### config.mk
export PLATFORM = sky130hd
export DESIGN_NAME = spram_pwr_seq
export DESIGN_NICKNAME = d
export VERILOG_FILES = /design/src/rtl/spram_pwr_seq.sv
export SDC_FILE = /design/constraint.sdc
export NUM_CORES = 1
export LEC_CHECK = 0
export ABC_AREA = 1
export CORE_MARGIN = 1
export CORE_UTILIZATION = 46
export CTS_BUF_LIST = sky130_fd_sc_hd__clkbuf_16
export CTS_CLUSTER_DIAMETER = 80
export CTS_CLUSTER_SIZE = 30
export DETAILED_ROUTE_END_ITERATION = 8
export PLACE_DENSITY = 0.95
export SETUP_SLACK_MARGIN = 0.1
export SLEW_MARGIN = 5
export SYNTH_ARGS = -nofsm -noshare
export SYNTH_HDL_FRONTEND = slang
export SYNTH_SLANG_ARGS = --single-unit
export TNS_END_PERCENT = 20
### constraint.sdc
create_clock -name clk -period 2.3 [get_ports clk]
set_input_delay 0.69 -clock clk [delete_from_list [all_inputs] [get_ports clk]]
set_output_delay 0.69 -clock clk [all_outputs]
set_load 0.1 [all_outputs]
### src/rtl/spram_pwr_seq.sv
`default_nettype none
// ============================================================================
// spram_pwr_seq : request sequencer and power-mode controller for the
//                 16384x16 single-port SPRAM macro
// Rev 1.0
// ============================================================================
module spram_pwr_seq #(
  parameter int AW      = 14,
  parameter int DW      = 16,
  parameter int IDLE_LS = 16,
  parameter int WAKE_LS = 1,
  parameter int WAKE_DS = 8,
  parameter int WAKE_SD = 32
) (
  input  logic          clk,
  input  logic          rst_n,
  input  logic          req_valid,
  output logic          req_ready,
  input  logic          req_we,
  input  logic [AW-1:0] req_addr,
  input  logic [DW-1:0] req_wdata,
  input  logic [3:0]    req_wmask,
  output logic          rsp_valid,
  output logic [DW-1:0] rsp_rdata,
  input  logic [1:0]    pwr_req,
  output logic [2:0]    pwr_state,
  output logic          content_lost,
  output logic [AW-1:0] mem_adr,
  output logic [DW-1:0] mem_d,
  output logic [DW-1:0] mem_wem,
  output logic          mem_we,
  output logic          mem_me,
  output logic          mem_ls,
  output logic          mem_ds,
  output logic          mem_sd,
  input  logic [DW-1:0] mem_q
);

  localparam int c_WAKE_LS = (WAKE_LS < 1) ? 1 : WAKE_LS;
  localparam int c_WAKE_DS = (WAKE_DS < 1) ? 1 : WAKE_DS;
  localparam int c_WAKE_SD = (WAKE_SD < 1) ? 1 : WAKE_SD;
  localparam int c_WMAX01  = (c_WAKE_LS > c_WAKE_DS) ? c_WAKE_LS : c_WAKE_DS;
  localparam int c_WMAX    = (c_WMAX01 > c_WAKE_SD) ? c_WMAX01 : c_WAKE_SD;
  localparam int c_WW      = $clog2(c_WMAX + 1);
  localparam int c_IW      = (IDLE_LS > 0) ? $clog2(IDLE_LS + 1) : 1;
  localparam logic [c_IW-1:0] c_IDLE_MAX = c_IW'(IDLE_LS);

  typedef enum logic [2:0] {
    ST_ACTIVE = 3'd0,
    ST_LS     = 3'd1,
    ST_DS     = 3'd2,
    ST_SD     = 3'd3,
    ST_WAKE   = 3'd4,
    ST_GAP    = 3'd5
  } state_t;

  state_t          r_state;
  logic [c_IW-1:0] r_idle;
  logic [c_WW-1:0] r_wake;
  logic            r_rd_pend;

  logic            w_acc;
  logic            w_inflight;
  logic            w_ls_go;
  logic [c_IW-1:0] w_idle_nxt;
  logic [DW-1:0]   w_wem;

  for (genvar gi = 0; gi < DW; gi++) begin : g_wem
    assign w_wem[gi] = req_wmask[gi/4];
  end

  assign req_ready  = rst_n && (r_state == ST_ACTIVE) && !pwr_req[1];
  assign w_acc      = req_valid && req_ready;
  assign w_inflight = r_rd_pend || rsp_valid;
  assign w_idle_nxt = (r_idle == c_IDLE_MAX) ? r_idle : r_idle + 1'b1;
  // Light sleep is entered on the edge at which the idle count reaches its limit.
  assign w_ls_go    = (IDLE_LS != 0) && !w_acc && !w_inflight && (w_idle_nxt == c_IDLE_MAX);

  assign rsp_rdata  = mem_q;
  assign pwr_state  = (r_state == ST_GAP) ? ST_DS : r_state;

  always_ff @(posedge clk or negedge rst_n) begin
    if (!rst_n) begin
      r_state      <= ST_ACTIVE;
      r_idle       <= '0;
      r_wake       <= '0;
      r_rd_pend    <= 1'b0;
      rsp_valid    <= 1'b0;
      content_lost <= 1'b0;
      mem_adr      <= '0;
      mem_d        <= '0;
      mem_wem      <= '0;
      mem_we       <= 1'b0;
      mem_me       <= 1'b0;
      mem_ls       <= 1'b0;
      mem_ds       <= 1'b0;
      mem_sd       <= 1'b0;
    end else begin
      mem_me       <= w_acc;
      mem_we       <= w_acc && req_we;
      r_rd_pend    <= w_acc && !req_we;
      rsp_valid    <= r_rd_pend;
      content_lost <= 1'b0;
      if (w_acc) begin
        mem_adr <= req_addr;
        mem_d   <= req_wdata;
        mem_wem <= w_wem;
      end

      case (r_state)
        ST_ACTIVE: begin
          r_idle <= w_acc ? '0 : w_idle_nxt;
          if (pwr_req[1] && !w_inflight) begin
            r_state <= pwr_req[0] ? ST_SD : ST_DS;
            mem_ds  <= !pwr_req[0];
            mem_sd  <= pwr_req[0];
          end else if (w_ls_go) begin
            r_state <= ST_LS;
            mem_ls  <= 1'b1;
          end
        end
        ST_LS: begin
          if (pwr_req[1]) begin
            mem_ls  <= 1'b0;
            r_state <= pwr_req[0] ? ST_SD : ST_DS;
            mem_ds  <= !pwr_req[0];
            mem_sd  <= pwr_req[0];
          end else if (req_valid) begin
            mem_ls  <= 1'b0;
            r_state <= ST_WAKE;
            r_wake  <= c_WW'(c_WAKE_LS);
          end
        end
        ST_DS: begin
          // SD may only rise after DS has been low for a full cycle.
          if (pwr_req == 2'b11) begin
            mem_ds  <= 1'b0;
            r_state <= ST_GAP;
          end else if (!pwr_req[1]) begin
            mem_ds  <= 1'b0;
            r_state <= ST_WAKE;
            r_wake  <= c_WW'(c_WAKE_DS);
          end
        end
        ST_GAP: begin
          mem_sd  <= 1'b1;
          r_state <= ST_SD;
        end
        ST_SD: begin
          if (!pwr_req[1]) begin
            mem_sd       <= 1'b0;
            content_lost <= 1'b1;
            r_state      <= ST_WAKE;
            r_wake       <= c_WW'(c_WAKE_SD);
          end
        end
        ST_WAKE: begin
          if (r_wake <= c_WW'(1)) begin
            r_state <= ST_ACTIVE;
            r_idle  <= '0;
          end else begin
            r_wake <= r_wake - 1'b1;
          end
        end
        default: r_state <= ST_ACTIVE;
      endcase
    end
  end

endmodule
`default_nettype wire

Word level (Yosys, flattened, before mapping) --
Cells that the tools add are included.
Word-level totals: input bits 56, logic and storage cells 101, bits in registers 65, output and inout bits 73
Operators by class: multiplexer cells 36, reduce and logical (&&, ||, !) cells 26, magnitude comparators 1, equal/unequal tests 22, $add $sub $neg 2
Operator list (count):
- $mux W6 | 6
- $mux W3 | 8
- $pmux W6 S4 | 1
- $ne A2 B2 Y1 const B | 10
- $pmux W3 S6 | 1
- $mux W5 | 3
- $mux W1 | 13
- $reduce_and A4 Y1 | 3
- $eq A5 B5 Y1 const B | 2
- $pmux W5 S2 | 1
- $logic_and A1 B1 Y1 | 8
- $reduce_bool A4 Y1 | 2
- $reduce_and A7 Y1 | 1
- $eq A3 B2 Y1 const B | 2
- $eq A3 B3 Y1 const B | 2
- $le A6 B1 Y1 const B | 1
- $ne A3 B3 Y1 const B | 2
- $sub A6 B1 Y6 const B | 1
- $add A5 B1 Y5 const B | 1
- $logic_not A1 Y1 | 5
- $pmux W1 S4 | 1
- $reduce_bool A2 Y1 | 2
- $eq A3 B1 Y1 const B | 1
- $logic_not A3 Y1 | 1
- 9 further kinds | 9

Longest topological paths before layout --
Gate-level depths: netlist of run 1.
depth after elaboration 10, gate-level depth with buffers 13, gate-level depth less buffers 13

Least setup slack after synthesis of run 1 --
Ideal clock, no wire load.
kind input to output, from in pwr_req[1], to out req_ready, data arrival time 2.930 ns, buffers on the path 1, slack -1.320 ns, stages 2, cell sequence buf_2 nor3_1
On the way: word-level cells in the longest chain between the ends 2
Ends and longest elaborated chain:
- start: declaration | RTL line 25 | input logic [1:0] pwr_req,
- $logic_not A1 Y1
- $logic_and A1 B1 Y1 | RTL line 72 | assign req_ready = rst_n && (r_state == ST_ACTIVE) && !pwr_req[1];
- end: declaration | RTL line 18 | output logic req_ready,
Every way passes these cells.

Worst setup path in the final report of run 1 --
from reg r_state[1], to out req_ready
On the way: word-level cells in the longest chain between the ends 3
Ends and longest elaborated chain:
- start: declaration | RTL line 57 | state_t r_state;
- start signal: assignment | RTL line 114 | r_state <= pwr_req[0] ? ST_SD : ST_DS;
- start signal: assignment | RTL line 125 | r_state <= pwr_req[0] ? ST_SD : ST_DS;
- $logic_not A3 Y1 | RTL line 72
- $logic_and A1 B1 Y1 (2 in series) | RTL line 72
Every way passes these cells.

==> summary.txt, run 1 <==
Die
  – Die ar.: 0.00668 mm²
  – Area of the core: 0.00603 mm²
  – Die Ht: 81.7 µm
  – Starting Density: 48.5%
  – Ports: 129
  – Rows: 28
  – Die span in x: 81.7 µm

Placed design
  – DPL Wire Length: 4890 µm
  – Port buffer count: 96
  – Final GP Congestion: 0.879
  – Post-Place Cells: 500

CTS
  – Root buffer cell: clkbuf_16
  – # clock sinks: 56
  – TritonCTS clock tree: yes
  – Clk_lat worst skew: 290 ps
  – Clock Pin Slew Worst Setup and Hold Paths: 70 ps
  – H-Tree Depth: 2
  – CTS Buffer Depth: 2
  – Total CTS buffers: 5

Final layout
  – Sequential cell area: 0.00140 mm²
  – ANT cells: 0
  – Multi-input gate area: 0.00113 mm²
  – Fin nets: 498
  – Fill cells: 511
  – Fraction of layout cells with a size suffix above 1: 26.4%
  – Area delta synth->final: 33.5%
  – Final Non-Filler Cells: 514
  – Commonest non-fill, non-tap cell in the layout: nand2_1
  – Most frequent cells in the layout: 142 x nand2_1, 65 x buf_4, 54 x dfrtp_1

Timing
  – Highest attainable clock frequency: 0.461 GHz
  – Worst Skew: 7.12 ps
  – Final Hold Viols: 0
  – Minimum clock period: 2170 ps
  – Final setup violation count: 0
  – Fin. max-slew vios: 0
  – Rel. slew slack: 54.6%
  – Unrepaired setup endpoints after global routing: true
  – Final worst-path cycle share: 94.4%
  – Post-route worst hold slack: 415 ps
  – Actual slew at the worst max-slew pin: 681 ps

Logic synthesis
  – Cells taking the most area after synthesis: dfrtp_1 48%, nand2_1 18%, buf_4 7.7%
  – Syn Nets: 420
  – Synth Area per Inst: 8.13 µm²
  – YS warnings: 0
  – Share of the synthesized area in the top cell type: 47.9%
  – EDFF count, synth: 0
  – Netlist Area Pre-Place: 0.00293 mm²
  – Post-synthesis register bit count: 56
  – Number of library cell types mapped by synthesis: 27
  – Sequential share of the synthesized area: 47.9%
  – Async S/R FF share, synth: 100%
  – Yosys top cell by area: dfrtp_1
  – Most common flop cell mapped by yosys: dfrtp_1
  – Synthesized instance count: 360

Detailed routing
  – Final ANT Viol Nets: 0
  – Drt initial violations: 128
  – # DRC: 0
  – Vias: 2474
  – Pre-Repair DR Iteration Count: 4
  – Routed WL: 6520 µm
  – Vias/cell: 4.81
  – Wire per inst: 12.7 µm

Critical path
  – CP required: 1610 ps
  – Top Family by Delay on Critical Path: flip-flops
  – Crit path largest cell delay: 450 ps
  – Worst-path fanout max: 4
  – WS Path Type: reg -> out
  – Slowest-stage cell, CP: dfrtp_2
  – CP Buf/Inv Count: 3
  – Worst path cell trace: nor2_4 > inv_2 > nor2_4 > inv_2 > nor3_4 > buf_12
  – CP arrival: 1480 ps
  – Crit end category: output pin
  – Startpoint types: flip-flop

Flow run
  – Max Cap Viol: 0

GRT
  – GR peak layer: met2
  – M2 GR Usage: 34.3%
  – Total grt overflow: 0
  – First-pass GRT wire length: 10600 µm
  – Initial antenna violation count: 0
  – Largest net degree at the start of global routing: 57
  – Met3 usage in global routing: 3.56%
  – Vias in the first global route: 2425
  – Global Route Usage Sum: 20.3%
  – Met1 GRT Util: 26.6%

Worst hold path
  – Tightest Hold Check Type: reg -> reg

Outcome
  – Status: finished, final reports clean
[per-layer routing]
layer,part of all wire (%),up-vias
li1,-,1245
met1,44,1148
met2,50,70
met3,5.5,11
met4,0.97,0
met5,0,-
[registers in the layout (all words and copies together) (netlist names), 3 cells and up]
name	flops
mem_wem	4
r_wake	6
r_state	3
mem_adr	14
mem_d	16
r_idle	5
[cells by family after synthesis]
logic type / after synthesis / share of synthesized area, %
simple gates: 201 / 30.4
buf+inv: 74 / 14.1
flops: 56 / 47.9
compound gates: 21 / 4.70
xor+xnor: 4 / 1.20
fa+ha+maj: 4 / 1.71
[stage by stage]
stage / worst slack, ps / util [%] / TNS (ps) / instance area [µm²]
after floorplan: -37.6 / - / -37.6 / 2940
after global placement: -10.2 / 61.2 / -10.2 / 3690
after detailed placement: -55.3 / 61.2 / -75.2 / 3690
after CTS: 112 / 64.7 / 0 / 3900
after global routing: 82.0 / 64.8 / 0 / 3910
final: 130 / 64.8 / 0 / 3910
[cell usage after synthesis, types with 3 or more instances]
cell type	count
nand2_1	143
dfrtp_1	56
buf_4	30
inv_1	27
nor2_1	16
nand3_1	13
inv_2	9
nand4_1	7
o21ai_2	7
buf_2	5
nand2_2	5
nor3_1	5
o21ai_0	5
o22ai_1	5
ha_1	4
xor2_1	4
a21oi_1	3
nor2_4	3
[area by class of cell]
| class | count | area share [%] |
|---|---|---|
| Clock buffer | 5 | 3.20 |
| Clock inverter | 3 | 1.09 |
| Inverter | 36 | 3.46 |
| Multi-Input combinational cell | 230 | 29.0 |
| Sequential cell | 56 | 36.0 |
| Tap cell | 75 | 2.40 |
| Timing Repair Buffer | 109 | 24.9 |
[path summary, 6_finish.rpt]
check	end	start	cells after the start	slack, ps
worst max-delay path	req_ready	r_state[1]$_DFFE_PN0P_	6	130
worst min-delay path	rsp_valid$_DFF_PN0_	r_rd_pend$_DFF_PN0_	0	420
worst max register to register	r_wake[4]$_DFFE_PN0P_	r_state[0]$_DFFE_PN0P_	9	410
worst min register to register	rsp_valid$_DFF_PN0_	r_rd_pend$_DFF_PN0_	0	420
max in group asynchronous	r_state[1]$_DFFE_PN0P_	rst_n	2	1260
min in group asynchronous	mem_sd$_DFFE_PN0P_	rst_n	2	530
[timing repair]
action	CTS	global route
hold buffers	0	0
setup endpoints to repair	1	3
resized for setup	1	3
pin swaps	2	0
buffers inserted	6	0
Power of run 1 is not shown: default switching activity piles up to over one toggle a cycle in this logic, so the estimate is an artifact.
==> inputs of run 2 (changes only) <==
--- a/config.mk
+++ b/config.mk
@@ -13,7 +13,9 @@
 export CTS_CLUSTER_SIZE = 30
 export DETAILED_ROUTE_END_ITERATION = 8
 export PLACE_DENSITY = 0.95
+export REMOVE_ABC_BUFFERS = 1
 export SETUP_SLACK_MARGIN = 0.1
+export SKIP_LAST_GASP = 1
 export SLEW_MARGIN = 5
 export SYNTH_ARGS = -nofsm -noshare
 export SYNTH_HDL_FRONTEND = slang
==> run 2 against run 1 <==
- worst setup slack better by 34 ps
- highest routed layer unchanged
- critical endpoint unchanged
- first-iteration DRC count down 27%
- final cell count is 0.39% lower
- count of clock-buffer cells in the layout unchanged
- non-clock buffer count down 2
- core utilization fell by 0.71 points
- die area unchanged
- global-route usage increased by 2.6 points
- clock skew shrank 3.2 ps
- fmax up 1.6%
- critical path depth did not move
- critical path type unchanged
==> summary.txt, run 2 (synthesis gave the netlist of run 1 again) <==
Outcome
  – Status: finished, final reports clean

Worst hold path
  – Min-Delay Endpoint: rsp_valid$_DFF_PN0_
  – Hold Path Depth: 0 (unchanged)
  – Hold_sp: r_rd_pend$_DFF_PN0_
  – Tightest Hold Check Type: reg -> reg

Detailed routing
  – Vias: 2537 (+2.5%)
  – Wire per inst: 13.5 µm (+6.3%)
  – Pre-Repair DR Iteration Count: 4 (unchanged)
  – Final ANT Viol Nets: 0 (unchanged)
  – Drt initial violations: 93 (-27%)
  – # DRC: 0 (unchanged)
  – Vias/cell: 4.96 (+2.9%)
  – Routed WL: 6910 µm (+5.9%)

GRT
  – Vias in the first global route: 2486 (+2.5%)
  – Global Route Usage Sum: 22.9% (+2.6 points)
  – Total grt overflow: 0 (unchanged)
  – Initial antenna violation count: 0 (unchanged)
  – First-pass GRT wire length: 11500 µm (+8.3%)
  – Largest net degree at the start of global routing: 57 (unchanged)

Critical path
  – CP required: 1610 ps (about the same)
  – Crit end category: output pin
  – Worst-path fanout max: 4 (unchanged)
  – Startpoint types: flip-flop
  – CP arrival: 1450 ps (-30 ps)
  – R2r endpoint: r_wake[4]$_DFFE_PN0P_
  – R2R setup slack: 550 ps (+140 ps)
  – Reg2reg start: r_wake[0]$_DFFE_PN0P_
  – WS Path Type: reg -> out
  – R2R depth: 9 (unchanged)

CTS
  – Total CTS buffers: 5 (unchanged)
  – Root buffer cell: clkbuf_16
  – Hold buffer count at CTS: 0 (unchanged)
  – Clock Pin Slew Worst Setup and Hold Paths: 70 ps (about the same)
  – # clock sinks: 56 (unchanged)
  – H-Tree Depth: 2 (unchanged)
  – TritonCTS clock tree: yes
  – Clk_lat worst skew: 290 ps (about the same)
  – CTS Buffer Depth: 2 (unchanged)

Timing
  – Unrepaired setup endpoints after global routing: true
  – Final setup violation count: 0 (unchanged)
  – Fin. max-slew vios: 0 (unchanged)
  – Worst Skew: 3.97 ps (-3.16 ps)
  – Final Hold Viols: 0 (unchanged)
  – Actual slew at the worst max-slew pin: 683 ps (+2.40 ps)
  – Highest attainable clock frequency: 0.468 GHz (+1.6%)
  – Post-route setup TNS: 0 ps (unchanged)
  – Minimum clock period: 2140 ps (-33.7 ps)
  – Rel. slew slack: 54.4% (-0.16 points)
  – Final worst-path cycle share: 92.9% (-1.5 points)

Placed design
  – Placement Cell Area: 0.00367 mm² (-0.44%)
  – Port buffer count: 96 (unchanged)
  – DPL Wire Length: 5230 µm (+7.1%)
  – Final GP Congestion: 0.882 (+0.41%)

Final layout
  – Regs by FF count: mem_d: 16 flops, mem_adr: 14 flops, r_wake: 6 flops
  – Most frequent cells in the layout: 143 x nand2_1, 63 x buf_4, 54 x dfrtp_1
  – Fin nets: 496 (-0.40%)
  – Commonest non-fill, non-tap cell in the layout: nand2_1
  – ANT cells: 0 (unchanged)
  – Largest register FFs: 16 (unchanged)
  – Fraction of layout cells with a size suffix above 1: 25.9% (-0.57 points)
  – Fill cells: 522 (+2.2%)
  – Multi-input gate area: 0.00112 mm² (-0.66%)
  – Sequential cell area: 0.00140 mm² (unchanged)
  – Area delta synth->final: 32.0%
  – Final core utilization: 64.1% (-0.71 points)
  – Register with the most flip-flops: mem_d
  – Fin area: 0.00386 mm² (-1.1%)

Die
  – Area of the core: 0.00603 mm² (unchanged)
  – Starting Density: 48.5% (unchanged)
  – Rows: 28 (unchanged)
  – Die span in x: 81.7 µm (unchanged)
  – Die Ht: 81.7 µm (unchanged)
  – Die ar.: 0.00668 mm² (unchanged)
  – Ports: 129 (unchanged)

Flow run
  – Max Cap Viol: 0 (unchanged)
-- run 2: cell type report --
type                            count  share of cell area (%)
Timing Repair Buffer              107                    24.8
Clock buffer                        5                    3.24
Sequential cell                    56                    36.3
Multi-Input combinational cell    230                    29.1
Inverter                           36                    3.50
Clock inverter                      3                   0.583
Tap cell                           75                    2.43
-- run 2: repair_timing --
item	4_1_cts	5_1_grt
pin swaps	2	1
gates resized for setup	5	1
setup buffers	3	1
endpoints found under the setup margin	2	2
hold endpoints to repair	0	0
-- run 2: per-stage QoR --
stage	worst slack [ps]	cells	hold WS, ps
3_3_place_gp	-40.2	500	393
6_report	163	512	439
2_1_floorplan	-1290	322	376
3_5_place_dp	-42.5	500	421
4_1_cts	108	511	437
5_1_grt	78.3	512	455
-- run 2: layer usage --
layer | GRT usage (%) | up-vias | wire length (µm)
li1 | - | 1239 | -
met1 | 27.6 | 1184 | 2840
met2 | 36.7 | 101 | 3350
met3 | 9.78 | 13 | 608
met4 | 6.84 | 0 | 110
met5 | 4.17 | - | 0
-- run 2: worst max-delay path, cell delays in order, from the launching register on --
cell and delay, ps:
dfrtp_2 450, nor2_4 130, inv_2 60, nor2_4 90, inv_2 80, nor3_4 150
buf_12 200
-- run 2: worst max-delay path by stage --
stage / from / to / slack, ps / cells after the start
5_1_grt: r_state[1]$_DFFE_PN0P_ / req_ready / 80 / 6
3_5_place_dp: pwr_req[1] / req_ready / -40 / 3
3_3_place_gp: pwr_req[1] / req_ready / -40 / 3
2_1_floorplan: r_state[0]$_DFFE_PN0P_ / req_ready / -1290 / 5
4_1_cts: r_state[1]$_DFFE_PN0P_ / req_ready / 110 / 6
6_report: r_state[1]$_DFFE_PN0P_ / req_ready / 160 / 6
Power of run 2 is left out for the same reason.
